--- config.mk ---
export PLATFORM = sky130hd
export DESIGN_NAME = pipe_issue
export DESIGN_NICKNAME = d
export VERILOG_FILES = /design/src/rtl/pipe_pkg.sv /design/src/rtl/pipe_fifo.sv /design/src/rtl/pipe_issue.sv
export SDC_FILE = /design/constraint.sdc
export NUM_CORES = 1
export LEC_CHECK = 0
export CAP_MARGIN = 40
export CORE_MARGIN = 5
export CORE_UTILIZATION = 40
export CTS_CLUSTER_DIAMETER = 80
export CTS_CLUSTER_SIZE = 12
export DETAILED_ROUTE_END_ITERATION = 10
export GPL_TIMING_DRIVEN = 0
export PLACE_DENSITY = 0.66
export SYNTH_ARGS = -nofsm -noshare
export SYNTH_HDL_FRONTEND = slang
export SYNTH_SLANG_ARGS = --single-unit
--- constraint.sdc ---
create_clock -name clk -period 3.35 [get_ports clk]
set_input_delay 0.67 -clock clk [delete_from_list [all_inputs] [get_ports clk]]
set_output_delay 0.67 -clock clk [all_outputs]
set_load 0.02 [all_outputs]
--- src/rtl/pipe_pkg.sv ---
// pipe_pkg: shared instruction word format for the issue stage, ALU pipeline and benches
package pipe_pkg;
    localparam int INSTR_W = 24;
    localparam int REG_W   = 4;
    localparam int FUNC_W  = 4;
    localparam int ADDR_W  = 8;
    typedef struct packed {
        logic [REG_W-1:0]  rs1;
        logic [REG_W-1:0]  rs2;
        logic [REG_W-1:0]  rd;
        logic [FUNC_W-1:0] func;
        logic [ADDR_W-1:0] addr;
    } instr_t;
endpackage

--- src/rtl/pipe_fifo.sv ---
// pipe_fifo: power-of-two circular FIFO with occupancy count
module pipe_fifo #(
    parameter int WIDTH = 24,
    parameter int DEPTH = 4
) (
    input  logic                   clk,
    input  logic                   rst,
    input  logic                   push,
    input  logic                   pop,
    input  logic [WIDTH-1:0]       din,
    output logic [WIDTH-1:0]       dout,
    output logic                   full,
    output logic                   empty,
    output logic [$clog2(DEPTH):0] count
);
    localparam int AW = $clog2(DEPTH);
    logic [WIDTH-1:0] mem [DEPTH];
    logic [AW-1:0] wp, rp;
    logic do_push, do_pop;
    assign full    = count == (AW+1)'(DEPTH);
    assign empty   = count == '0;
    assign do_push = push && !full;
    assign do_pop  = pop && !empty;
    assign dout    = mem[rp];
    always_ff @(posedge clk)
        if (do_push) mem[wp] <= din;
    always_ff @(posedge clk or posedge rst)
        if (rst) begin
            wp    <= '0;
            rp    <= '0;
            count <= '0;
        end else begin
            if (do_push) wp <= wp + AW'(1);
            if (do_pop) rp <= rp + AW'(1);
            count <= count + (AW+1)'(do_push) - (AW+1)'(do_pop);
        end
endmodule

--- src/rtl/pipe_issue.sv ---
// pipe_issue: FIFO-fed in-order issue stage; PIPE_ISSUE_HAZARD_STALL_EN enables the RAW interlock
module pipe_issue
    import pipe_pkg::*;
#(
    parameter int DEPTH      = 4,
    parameter int HAZ_WINDOW = 2
) (
    input  logic               clk,
    input  logic               rst,
    input  logic               in_valid,
    input  logic [INSTR_W-1:0] in_instr,
    output logic               in_ready,
    input  logic               hold,
    output logic [REG_W-1:0]   rs1,
    output logic [REG_W-1:0]   rs2,
    output logic [REG_W-1:0]   rd,
    output logic [FUNC_W-1:0]  func,
    output logic [ADDR_W-1:0]  addr,
    output logic               issue_valid,
    output logic               stall,
    output logic [15:0]        issue_count
);
    instr_t head;
    logic full, empty, issue, hazard;
    logic [$clog2(DEPTH):0] occ_unused;
    pipe_fifo #(.WIDTH(INSTR_W), .DEPTH(DEPTH)) u_fifo (
        .clk(clk), .rst(rst), .push(in_valid), .pop(issue), .din(in_instr),
        .dout(head), .full(full), .empty(empty), .count(occ_unused)
    );
    assign in_ready = !full;
    assign issue    = !empty && !hold && !hazard;
`ifdef PIPE_ISSUE_HAZARD_STALL_EN
    // Slot 0 holds the instruction issued on the most recent edge; bubbles shift in as invalid.
    logic [REG_W-1:0] hist_rd [HAZ_WINDOW];
    logic             hist_v  [HAZ_WINDOW];
    always_comb begin
        hazard = 1'b0;
        for (int i = 0; i < HAZ_WINDOW; i++)
            hazard = hazard || (hist_v[i] && (hist_rd[i] == head.rs1 || hist_rd[i] == head.rs2));
    end
    always_ff @(posedge clk or posedge rst)
        if (rst) begin
            for (int i = 0; i < HAZ_WINDOW; i++) begin
                hist_v[i]  <= 1'b0;
                hist_rd[i] <= '0;
            end
        end else begin
            hist_v[0]  <= issue;
            hist_rd[0] <= head.rd;
            for (int i = 1; i < HAZ_WINDOW; i++) begin
                hist_v[i]  <= hist_v[i-1];
                hist_rd[i] <= hist_rd[i-1];
            end
        end
`else
    assign hazard = 1'b0;
`endif
    always_ff @(posedge clk or posedge rst)
        if (rst) begin
            {rs1, rs2, rd, func, addr} <= '0;
            issue_valid <= 1'b0;
            stall       <= 1'b0;
            issue_count <= '0;
        end else begin
            issue_valid <= issue;
            stall       <= !empty && !hold && hazard;
            if (issue) begin
                {rs1, rs2, rd, func, addr} <= head;
                issue_count <= issue_count + 16'd1;
            end
        end
endmodule

# Word level (Yosys, flattened, before mapping)

Memory sizes are Yosys's and may differ from the RTL's. A register that Yosys moved wholly into a read port is not among the register bits.
Cells that the tools add are included.

Reduce and logical (&&, ||, !) cells: 7
Shifts and indexed selects: 0
Eq/ne operators: 1
Multiplexer cells: 2
$mul: 0
Bitwise gates (word level): 0
$lt $le $gt $ge: 0
Div/mod/pow operators: 0
Add/sub/neg operators: 5

Operators by type and width:

| operator                                                         | number |
|---|---|
| 16-bit by 1-bit adder with 16-bit output (second input constant) | 1 |
| 2-bit by 1-bit adder with 2-bit output (second input constant)   | 2 |
| 3-bit by 1-bit adder with 3-bit output                           | 1 |
| 3-bit equality test (second input constant)                      | 1 |
| 1-bit logical AND                                                | 3 |
| 1-bit logical NOT                                                | 3 |
| 3-bit logical NOT                                                | 1 |
| 3-bit by 1-bit subtractor with 3-bit output                      | 1 |
| 1-bit 2-to-1 mux                                                 | 2 |

Word-level logic and storage cells: 21
Register bits after elaboration: 24
Input port bits: 28
Latch bits: 0
Bits in writable memories: 96
Memory bits (read-only): 0
Memories kept: 1
Output and inout port bits: 43

Memory list:

| memory     | depth | bits a word | read ports | clocked after memory_dff | wr ports | line            | text |
|---|---|---|---|---|---|---|---|
| u_fifo.mem | 4     | 24          | 1          | 1                        | 1        | pipe_fifo.sv:17 | `logic [WIDTH-1:0] mem [DEPTH];` |

# Logic depth before layout (Yosys ltp)

Depth after elaboration: 5
Mapped depth: 10
Mapped depth without buffers: 9

# Modules after synthesis

Synthesis repeated with hierarchy kept, for this count alone.

Cell total of the unflattened synthesis: 282
Area total of the unflattened synthesis: 5622.9 sq um

Modules (own cells, without submodules):

| module     | sequential area each (sq um) | times used | cells each | area an instance (sq um) |
|---|---|---|---|---|
| pipe_fifo  | 3057.9                       | 1          | 168        | 3985.1 |
| pipe_issue | 1026.0                       | 1          | 114        | 1637.8 |

# Worst setup path after synthesis

Ideal clock, no wire load.

Path kind: in2reg
From: input port hold
To: register u_fifo.count[2]
Data required time: 3225 ps
Cell stages on the path: 9
Data arrival time: 2154 ps
Library setup time: 125 ps
Buffers on the path: 1
Path slack: 1071 ps
Cells stage by stage: nor2_1 buf_2 ha_1 inv_1 ha_1 inv_1 fa_1 xnor2_1 xnor2_1

Longest elaborated chain between the ends: 4

Ends and longest elaborated chain:

| what                                        | line             | text |
|---|---|---|
| from (decl)                                 | pipe_issue.sv:13 | `input logic hold,` |
| 1-bit logical NOT                           | n/a              |  |
| 1-bit logical AND                           | n/a              |  |
| net issue                                   | pipe_issue.sv:24 | `logic full, empty, issue, hazard;` |
| 1-bit logical AND                           | pipe_fifo.sv:23  | `assign do_pop = pop && !empty;` |
| 3-bit by 1-bit subtractor with 3-bit output | pipe_fifo.sv:35  | `count <= count + (AW+1)'(do_push) - (AW+1)'(do_pop);` |
| to (signal assigned)                        | pipe_fifo.sv:35  |  |
| to (decl)                                   | pipe_fifo.sv:14  | `output logic [$clog2(DEPTH):0] count` |

The timed path passes the listed nets, and every way through them passes these cells.
A chain may end at the register's enable or synchronous reset.

# Final worst setup path

Ends and elaborated chain as after synthesis.

==> summary.txt <==
GRT
  • Total congestion overflow: 0
  • Number of global-route vias before repair: 2925
  • Wire length of the first global-routing pass: 16300 um
  • Global routing usage summed across all routing layers: 0.132
  • Initial antenna violation count: 0
  • Maximum number of pins on one net before global-route repair: 27

Floorplanning
  • Count of pins on the block boundary: 71
  • Width of the die: 129 um
  • Initial core utilization: 0.407
  • Chip height: 129 um
  • Area of the core region: 13800 um2
  • DIE AREA: 16500 um2
  • Standard-cell row count: 43

Route
  • Sum of routed wire segments on met1: 4600 um
  • Number of vias after detailed routing: 2768
  • Antenna-violating nets left: 0
  • Highest routed metal layer: met4
  • Number of DRC violations after detailed routing: 0
  • Routed wirelength normalized by instance count: 18.0 um
  • Met2 Wirelength: 4880 um
  • Vias per inst: 4.90
  • First-pass iteration count of the detailed router: 4
  • Violation count after the first detailed-routing iteration: 138
  • Routed wire length: 10200 um
  • Detail Route met3 WL: 555 um

Timing
  • Setup tns final: 0 ns
  • Setup Skew: 0.00929 ns
  • Min Tclk post-route: 2.68 ns
  • Tightest Pin Transition: 0.695 ns
  • Fin. Hold Viols: 0
  • Part of the cycle the worst path needs: 0.801
  • Relative slew margins: 0.537
  • Total count of max-transition violations in the final report: 0
  • Crit path setup slack, layout: 0.667 ns
  • Max frequency: 0.373 GHz
  • Setup repair after global routing missed its margin: false
  • Final number of setup-violating endpoints: 0

Worst setup path
  • Crit-path slowest cell: clkdlybuf4s50_1
  • Crit path kind: in2reg
  • Startpoint of the most critical setup path: hold
  • Reg-to-reg endpoint: u_fifo.count[2]
  • Endpoint of the most critical setup path: u_fifo.count[2]
  • Arrival time at the worst endpoint: 2.98 ns
  • WP data required: 3.64 ns
  • Maximum net fanout on the critical path: 11
  • FF-to-FF path depth: 10
  • List of cells traversed by the critical path: clkdlybuf4s50_1 > nor2_1 > buf_2 > ha_1 > inv_1 > ha_1 > inv_1 > fa_1 > xnor2_1 > xnor2_1
  • Flop2flop setup slack: 0.86 ns
  • Delay of the slowest critical-path stage: 0.55 ns
  • CP startpoint kind: input pin
  • Crit path capture type: flip-flop
  • RR Startpoint: u_fifo.count[1]

Power
  • Worst vdd ir: 0.517 mV
  • Power per unit of standard cell area: 924 nW/um2
  • Leakage power: 0.00267 uW
  • Power Total: 6670 uW

Job
  • Maximum capacitance violations: 0

Placed design
  • Area of placed instances: 6630 um2
  • Worst slack at placement: 0.244 ns
  • Final GP Congestion: 0.703
  • HPWL after detailed placement: 6810 um
  • Input/output buffers: 69

Synth
  • Number of register bits inferred by synthesis: 144
  • Synthesized area per cell: 20.1 um2
  • Number of distinct library cells after synthesis: 28
  • Area of the mapped netlist: 5620 um2
  • Simple-gate share of the synthesized area: 0.0374
  • Fraction of synthesized area in multiplexers: 0.164
  • Synthesis warning total: 0
  • Sequential-to-total area share from yosys stat: 0.726
  • Fraction of synthesis flops using an asynchronous set or reset pin: 0.333
  • Area fraction in compound gates after synthesis: 0
  • Post-Synthesis Net Count: 315
  • Most common flop cell mapped by yosys: edfxtp_1
  • EDFF count, synth: 96
  • XOR/XNOR share of the synthesized area: 0.0312
  • Post-synthesis share of cell area spent on full adders, half adders and majority gates: 0.0191
  • Cells after Synth: 279
  • Dominant combinational cell family by area after synthesis: multiplexers

Clock tree
  • Buffers inserted by post-CTS timing repair: 0
  • Clock tree from TritonCTS: done
  • TritonCTS Sinks: 144
  • Depth of the CTS H-tree: 4
  • Worst-Skew Late Latency: 0.42 ns
  • Gates resized, CTS repair: 0
  • CTS Hold Buffers Added: 0
  • Total clock buffers created by CTS: 17
  • Buffer depth of the longest clock path: 2
  • CTS Root Buffer Type: clkbuf_16
  • Clock transition at path regs: 0.06 ns

Finish
  • Final nets: 408
  • Area growth from synthesis to final layout: 28.5%
  • Total non-filler cell area in the finished layout: 7220 um2
  • Share of cells above drive strength 1: 0.236
  • Number of antenna repair diodes: 0
  • Most frequent cells in the layout: 96 x edfxtp_1, 69 x clkdlybuf4s50_1, 48 x dfrtp_1
  • Commonest non-fill, non-tap cell in the layout: edfxtp_1

Worst hold path
  • Startpoint of the lowest-slack hold path: issue_count[15]
  • Number of cells on the worst hold path: 1
  • Tightest Hold Check Type: reg2reg

Run status
  • Result of the run: finished clean
[synthesized netlist by cell type, drive strengths merged, types with 3 or more instances]
cell type  count  area, um2
edfxtp        96       2880
dfrtp         48       1200
mux2          26        360
mux4          24        563
xnor2         16        140
nand2         10       37.5
buf            9       83.8
nand3          8       40.0
ha             7       87.6
inv            7       26.3
and3           6       37.5
nor2           5       18.8
xor2           4       35.0
nor3           3       26.3
nor4           3       31.3
[through the flow]
step,hold WS [ns],utilization,cells
final,0.470,0.522,565
after global routing,0.500,0.522,565
after CTS,0.474,0.522,565
after detailed placement,0.466,0.480,533
after global placement,0.465,0.473,528
after floorplan,0.519,-,279
[worst min path at each step]
stage | to | slack [ns]
after floorplan | u_fifo.count[2] | 0.52
after global placement | issue_count[15] | 0.46
after detailed placement | issue_count[15] | 0.47
after CTS | issue_count[15] | 0.47
after global routing | issue_count[15] | 0.50
final | issue_count[15] | 0.47
[sequential cells by signal, summed over array words and instances (netlist names)]
name and flops:
u_fifo.rp 2, rs1 4, u_fifo.mem 96, rs2 4
u_fifo.count 3, func 4, issue_count 16, addr 8
u_fifo.wp 2, issue_valid 1, rd 4
[area by class of cell]
cell class,instances,area [um2]
repair buffers,74,783
inverters,7,26.3
fillers,1095,6600
clock buffers,19,443
multi-input cells,117,1420
clock inverters,13,150
plain buffers,11,91.3
well taps,180,225
flip-flops and latches,144,4080
[worst max-delay path, delay by kind of cell]
family                   cells  cell delay (ns)
buffers and inverters        4             1.00
AND/OR/NAND/NOR              1             0.25
XOR/XNOR                     2             0.28
adder cells (fa/ha/maj)      3             0.78
[cell families (layout without fill, tap and decap cells)]
family / count (synthesis) / after routing
other: 1 / 1
multiplexers: 50 / 50
AND/OR/NAND/NOR: 38 / 38
adder cells (fa/ha/maj): 8 / 8
XOR/XNOR: 20 / 20
buffers and inverters: 18 / 124
flip-flops: 144 / 144
[power breakdown]
part           switching, uW  total (uW)  internal, uW
registers                243        2660          2410
clock network            754        1880          1130
logic                    980        2130          1150
[routing by layer]
metal	vias to the layer above	GRT usage
met5	-	0
met4	0	0.0408
met3	14	0.0515
met2	69	0.205
met1	1424	0.174
li1	1261	-
Power figures use the tool's default switching activity.
